### src/rtl/seq_reduce_unit.sv
// seq_reduce_unit: multi-cycle one-bit reduction (AND / OR / XOR / NAND) of a
// WIDTH-bit operand, folding CHUNK bits per clock between two valid/ready ports.
// Optional build macro: SEQ_REDUCE_EARLY_EXIT_EN -- when defined, AND/NAND stop
// at the first chunk containing a zero and OR stops at the first chunk containing
// a one; XOR always folds every chunk. The result bit is the same in both builds.
//
// Handshake rule (both ports): a transfer happens on a rising clk edge where
// valid && ready are both high; valid, once raised, holds with its payload
// stable until that edge, and ready may be freely asserted/deasserted.
module seq_reduce_unit #(
  parameter  int WIDTH  = 32,
  parameter  int CHUNK  = 4,
  localparam int NBEATS = WIDTH / CHUNK,
  localparam int BEAT_W = $clog2(NBEATS) + 1
) (
  input  logic              clk,
  input  logic              rst_n,
  input  logic              in_valid,
  output logic              in_ready,
  input  logic [WIDTH-1:0]  in_data,
  input  logic [1:0]        in_mode,
  output logic              out_valid,
  input  logic              out_ready,
  output logic              out_result,
  output logic [BEAT_W-1:0] out_beats,
  output logic [1:0]        dbg_state
);

  // Parameter sanity: a partial final chunk is not supported.
  if (WIDTH < 1) begin : g_bad_width
    $error("seq_reduce_unit: WIDTH must be >= 1");
  end
  if ((CHUNK < 1) || ((WIDTH % CHUNK) != 0)) begin : g_bad_chunk
    $error("seq_reduce_unit: CHUNK must be >= 1 and divide WIDTH");
  end

  localparam logic [1:0] MD_AND  = 2'b00;
  localparam logic [1:0] MD_OR   = 2'b01;
  localparam logic [1:0] MD_XOR  = 2'b10;
  localparam logic [1:0] MD_NAND = 2'b11;

  localparam logic [BEAT_W-1:0] LAST_BEAT = BEAT_W'(NBEATS - 1);

  typedef enum logic [1:0] {
    S_IDLE = 2'd0,
    S_BUSY = 2'd1,
    S_DONE = 2'd2
  } state_t;

  state_t             r_state;
  logic [WIDTH-1:0]   r_sh;
  logic               r_acc;
  logic [1:0]         r_md;
  logic [BEAT_W-1:0]  r_cnt;
  logic               r_out_valid;
  logic               r_out_result;
  logic [BEAT_W-1:0]  r_out_beats;

  logic [CHUNK-1:0]   w_chunk;
  logic [WIDTH-1:0]   w_sh_next;
  logic               w_fold;
  logic               w_last;
  logic               w_exit;

  assign w_chunk = r_sh[CHUNK-1:0];
  assign w_last  = (r_cnt == LAST_BEAT);

  // When one chunk spans the whole operand there is nothing left to shift in.
  if (CHUNK == WIDTH) begin : g_sh_single
    assign w_sh_next = '0;
  end else begin : g_sh_multi
    assign w_sh_next = {{CHUNK{1'b0}}, r_sh[WIDTH-1:CHUNK]};
  end

  // Fold the current low chunk into the accumulator according to the frozen mode.
  always_comb begin
    w_fold = r_acc;
    case (r_md)
      MD_AND, MD_NAND: w_fold = r_acc & (&w_chunk);
      MD_OR:           w_fold = r_acc | (|w_chunk);
      MD_XOR:          w_fold = r_acc ^ (^w_chunk);
      default:         w_fold = r_acc;
    endcase
  end

`ifdef SEQ_REDUCE_EARLY_EXIT_EN
  // A zero makes AND/NAND final; a one makes OR final. XOR needs every bit.
  assign w_exit = w_last
                | (((r_md == MD_AND) || (r_md == MD_NAND)) && !w_fold)
                | ((r_md == MD_OR) && w_fold);
`else
  assign w_exit = w_last;
`endif

  // Control FSM with registered result outputs.
  always_ff @(posedge clk or negedge rst_n) begin
    if (!rst_n) begin
      r_state      <= S_IDLE;
      r_sh         <= '0;
      r_acc        <= 1'b0;
      r_md         <= MD_AND;
      r_cnt        <= '0;
      r_out_valid  <= 1'b0;
      r_out_result <= 1'b0;
      r_out_beats  <= '0;
    end else begin
      case (r_state)
        S_IDLE: begin
          if (in_valid) begin
            r_sh    <= in_data;
            r_md    <= in_mode;
            r_acc   <= ((in_mode == MD_OR) || (in_mode == MD_XOR)) ? 1'b0 : 1'b1;
            r_cnt   <= '0;
            r_state <= S_BUSY;
          end
        end
        S_BUSY: begin
          r_acc <= w_fold;
          r_sh  <= w_sh_next;
          r_cnt <= r_cnt + BEAT_W'(1);
          if (w_exit) begin
            r_state      <= S_DONE;
            r_out_valid  <= 1'b1;
            r_out_result <= (r_md == MD_NAND) ? ~w_fold : w_fold;
            r_out_beats  <= r_cnt + BEAT_W'(1);
          end
        end
        S_DONE: begin
          if (out_ready) begin
            r_out_valid <= 1'b0;
            r_state     <= S_IDLE;
          end
        end
        default: r_state <= S_IDLE;
      endcase
    end
  end

  assign in_ready   = (r_state == S_IDLE);
  assign out_valid  = r_out_valid;
  assign out_result = r_out_result;
  assign out_beats  = r_out_beats;
  assign dbg_state  = r_state;

endmodule
### config.mk
export PLATFORM = sky130hd
export DESIGN_NAME = seq_reduce_unit
export DESIGN_NICKNAME = d
export VERILOG_FILES = /design/src/rtl/seq_reduce_unit.sv
export SDC_FILE = /design/constraint.sdc
export NUM_CORES = 1
export LEC_CHECK = 0
export CAP_MARGIN = 25
export CORE_ASPECT_RATIO = 0.7
export CORE_UTILIZATION = 34
export CTS_CLUSTER_DIAMETER = 200
export DETAILED_ROUTE_END_ITERATION = 8
export PLACE_DENSITY = 0.53
export SLEW_MARGIN = 10
export SYNTH_ARGS = -nofsm -noshare
export SYNTH_HDL_FRONTEND = slang
export SYNTH_SLANG_ARGS = --single-unit
### constraint.sdc
create_clock -name clk -period 5.1 [get_ports clk]
set_input_delay 0.51 -clock clk [delete_from_list [all_inputs] [get_ports clk]]
set_output_delay 0.51 -clock clk [all_outputs]
set_load 0.02 [all_outputs]
======== After elaboration in Yosys (flattened, before gate mapping) ========
Cells that the tools add are included.
cells by class
  $add $sub $neg .......................... 1
  equality and inequality tests ........... 11
  mux-type cells .......................... 16
  bitwise logic cells ..................... 4
  reductions and logical operators ........ 14
operators by type and width
  kind                   number
  $pmux W32 S2           1
  $mux W32               1
  $eq A2 B2 Y1 const B   4
  $pmux W4 S2            1
  $eq A2 B1 Y1 const B   3
  $mux W2                3
  $ne A2 B2 Y1 const B   3
  $pmux W2 S3            1
  $reduce_and A2 Y1      3
  $reduce_and A3 Y1      2
  $mux W1                5
  $add A4 B1 Y4 const B  1
  $eq A4 B3 Y1 const B   1
  $logic_not A2 Y1       2
  $mux W4                1
  $pmux W1 S2            2
  $reduce_and A4 Y1      1
  $reduce_bool A2 Y1     2
  $reduce_or A4 Y1       1
  $reduce_xor A4 Y1      1
  $pmux W1 S3            1
  $reduce_or A2 Y1       1
  $and A1 B1 Y1          1
  $logic_or A1 B1 Y1     1
  other kinds (3)        3
storage, ports and cells
  register bits after elaboration ......... 47
  input port bits ......................... 38
  output and inout bits ................... 9
  logic and storage cells ................. 54

======== Depth between registers and ports, before layout ========
  word-level depth ........................ 5
  depth in mapped cells ................... 7
  depth with buffers taken out ............ 6

======== Worst setup path before layout ========
No wires, ideal clock.
  kind .................................... flip-flop to flip-flop
  from .................................... reg r_sh[2]
  to ...................................... reg r_acc
  setup time .............................. 0.126 ns
  data arrival time ....................... 1.719 ns
  required time ........................... 4.974 ns
  slack ................................... 3.255 ns
  stages on the path, launching flop included .. 7
  buffers on the path ..................... 0
  clock period less this slack ............ 1.845 ns
  cells stage by stage .................... dfrtp_1 inv_1 ha_1 xor3_1 a221oi_2 a21oi_1 a221o_1
on the way
  word-level cells in the longest chain between the ends .. 4
  elaborated cells between the ends (all ways) .. 8
  classes of those cells .................. mux: 2; bitwise: 3; reduce/logical: 3
ends and longest elaborated chain
  element                                    line  RTL
  start, declared                            51    logic [WIDTH-1:0] r_sh;
  start signal, assigned                     110   r_sh <= in_data;
  start signal, assigned                     119   r_sh <= w_sh_next;
  $reduce_xor A4 Y1 (tied with other cells)  81    MD_XOR: w_fold = r_acc ^ (^w_chunk);
  $xor A1 B1 Y1 (tied with other cells)      81
  $pmux W1 S3 (*)                            78    case (r_md)
  $pmux W1 S2 (*)                            107   case (r_state)
  end signal, assigned                       112   r_acc <= ((in_mode == MD_OR) || (in_mode == MD_XOR)) ? 1'b0 : 1'b1;
  end signal, assigned                       118   r_acc <= w_fold;
  end, declared                              52    logic r_acc;
Mark *: on every way between the ends. The rest lies on a longest branch, timed or not.
A chain may end at the register's enable or synchronous reset.

======== Final worst setup path ========
  from .................................... reg r_state[1] (netlist: dbg_state[1])
  to ...................................... out dbg_state[1]
RTL lines
  element                 line  RTL
  start, declared         50    state_t r_state;
  start signal, assigned  98    r_state <= S_IDLE;
  start signal, assigned  114   r_state <= S_BUSY;
  start signal, assigned  122   r_state <= S_DONE;
  end, declared           26    output logic [1:0] dbg_state
No word-level cell between the ends.

==> results.ini <==
[floorplan]
coreArea_um2 = 6340
io-pin-count = 47
initial_core_util_pct = 35.9
die_y_um = 70.5
die_w_um = 99.8
core.rowCount = 24
dieArea_um2 = 7030

[synth]
synthDistinctLibCells = 29
synth.yosys.seq_area_share_pct = 51.6
synth_area_leaders = dfrtp_1, mux2i_1, o21ai_0
synth_xor_area_share_pct = 1.81
synth_warnings = 0
synthesis.area_um2 = 2280
synthMuxAreaShare_pct = 11.5
ys_ff_latch = 47
synth_top_family_by_area = simple AND/OR/NAND/NOR gates
synth_fa_ha_area_share_pct = 4.40
netlist.top_cell.by_area = dfrtp_1
syn-num-nets = 277
synthSimpleGateAreaFrac_pct = 14.0
synth_top_area_share_pct = 51.6
netlist_instances = 231
syn_avg_cell_area_um2 = 9.86
synth_compound_area_share_pct = 12.7

[global_route]
grt_pass1_vias = 1653
grt_overflow = 0
antenna_found_initial = 0
grt_use_total_pct = 14.0
grt_pass1_wl_mm = 7.59
grt_max_degree = 64

[timing]
setup_viol = 0
maxSlewViolCount = 0
rsz0062_at_grt = no
fmax_mhz = 480
finalCritPeriodShare_pct = 40.9
hold_viol_final = 0
finalSetupTns_ps = 0
tightest_slew_ps = 622
final.setup_skew_ps = 7.83
slew_headroom_pct = 58.5
fin_crit_ps = 2090

[clock_tree]
numClockSinks = 47
cts_tree = yes
worst_skew_pair.late_latency_ps = 300
cts_root_buf = clkbuf_8
cts_resized = 0
post_cts_buffers = 0
cts_buffer_depth = 2
clk_pin_slew_worst_paths_ps = 90
hold_buffers = 0
htreeDepth = 2
cts_buffers = 5

[pwr]
leakage_uw = 0.00123
p_int_uw = 888
p_switching_uw = 539
switching_share_pct = 37.8
powerDensity_nw_per_um2 = 489
irDropWorstVdd_mv = 0.239
p_seq_share_pct = 41.7
clkPwrFrac_pct = 16.8
p_comb_share_pct = 41.5

[setup_path]
critPathBufInv = 1
worstSetupEndpointType = output pin
crit_type = register to output pin
cp_max_fo = 10
crit_slowest_cell = clkdlybuf4s50_1
start_kind = register
critPathRequiredTime_ps = 4590
crit_chain = clkdlybuf4s50_1
critical-path-top-delay-family = buffers and inverters
cp.arrival_ps = 1580
cp_slowest_stage_delay_ps = 680

[final_layout]
fin_cells = 365
fin_nets = 319
drive_above_1_share_pct = 5.84
utilization_pct = 46.1
final_cell_mix = nand2_1, dfrtp_1, clkdlybuf4s50_1, o21ai_0, mux2i_1
ff_latch_area_um2 = 1180
finalInstanceArea_um2 = 2920
area_growth_pct = 28.2
multiInputGateArea_um2 = 1030
fill_cells = 620
diodes = 0

[drt]
drtPass1Iterations = 4
viasPerCell = 4.62
drc = 0
drtIter0Drc = 54
wl_per_cell_um = 12.6
wl_mm = 4.61
via_count = 1685
ant_nets = 0

[placement]
gp_congestion = 0.683
dp.cells = 357
place_area_um2 = 2820
portBuffers = 46
dp.final_hpwl_mm = 3.04

[min_path]
hp-class = input port to asynchronous set/reset pin

[run]
drv_cap = 0

[outcome]
status = finished, final reports clean

==> cell usage after synthesis (all sizes together) <==
library cell   n
a2111oi        1
a21o           1
a21oi          7
a221o          1
a221oi         1
a2bb2oi        1
and2           1
and3b          1
buf            6
clkbuf         8
dfrtp         47
ha             8
inv            7
mux2           1
mux2i         25
nand2         47
nand2b         2
nand3          2
nand3b         3
nand4          1
nor2          12
nor2b          1
nor3           1
nor3b          1
o21ai         41
or2b           1
xnor2          2
xor3           1
==> logic make-up after synthesis <==
logic type | Yosys count
AND/OR/NAND/NOR | 73
AO/OA/AOI/OAI | 53
flip-flops | 47
multiplexers | 26
buffers and inverters | 21
adder cells (fa/ha/maj) | 8
XOR/XNOR | 3
==> cell type report <==
type	instances	area share (%)
Tap cell	91	3.90
Clock inverter	2	0.557
Inverter	7	0.900
Sequential cell	47	40.3
Timing Repair Buffer	49	16.4
Clock buffer	6	2.83
Multi-Input combinational cell	163	35.1
==> worst register-to-register path: cells and delay by family, from the launching register on <==
| kind | cells | cell delay, ps |
|---|---|---|
| buffers and inverters | 1 | 460 |
| multiplexers | 1 | 350 |
| flip-flops | 1 | 530 |
| AND/OR/NAND/NOR | 2 | 540 |
==> stage by stage <==
stage                     setup WS (ps)  total power [µW]  hold WS (ps)
final                              3010              1430           297
after detailed placement           2820              1210           461
after CTS                          3000              1450           324
after global placement             2840              1200           461
after global routing               2930              1550           344
after floorplan                    3260              1020           214
==> path summary, 6_finish.rpt <==
| kind | from | cells after the start | to | slack, ps |
|---|---|---|---|---|
| worst max-delay path | dbg_state[1] | 1 | dbg_state[1] | 3010 |
| worst min-delay path | rst_n | 2 | r_acc | 300 |
| min in group clk | r_sh[25] | 2 | r_sh[21] | 490 |
| worst max register to register | dbg_state[0] | 4 | out_beats[1] | 3110 |
| max in group asynchronous | rst_n | 2 | r_sh[28] | 4390 |
| worst min register to register | r_sh[25] | 2 | r_sh[21] | 490 |
==> registers in the layout, summed over array words and instances (netlist names) <==
register,count
out_valid,1
r_md,2
r_cnt,4
r_sh,32
dbg_state,2
out_beats,4
r_acc,1
out_result,1
==> routing by layer <==
metal / up-vias / routed length [µm] / track usage, %
li1: 865 / - / -
met1: 784 / 2430 / 20.2
met2: 30 / 1950 / 20.5
met3: 6 / 186 / 3.60
met4: 0 / 51 / 4.41
met5: - / 0 / 0
==> power by group through the flow <==
stage	Sequential (µW)	Clock, µW	Combinational, µW
after global placement	603	0	593
final	594	240	592
after floorplan	603	0	414
after detailed placement	603	0	604
after global routing	612	263	674
after CTS	595	250	607
Note: power is estimated with default switching activity, not from simulation.
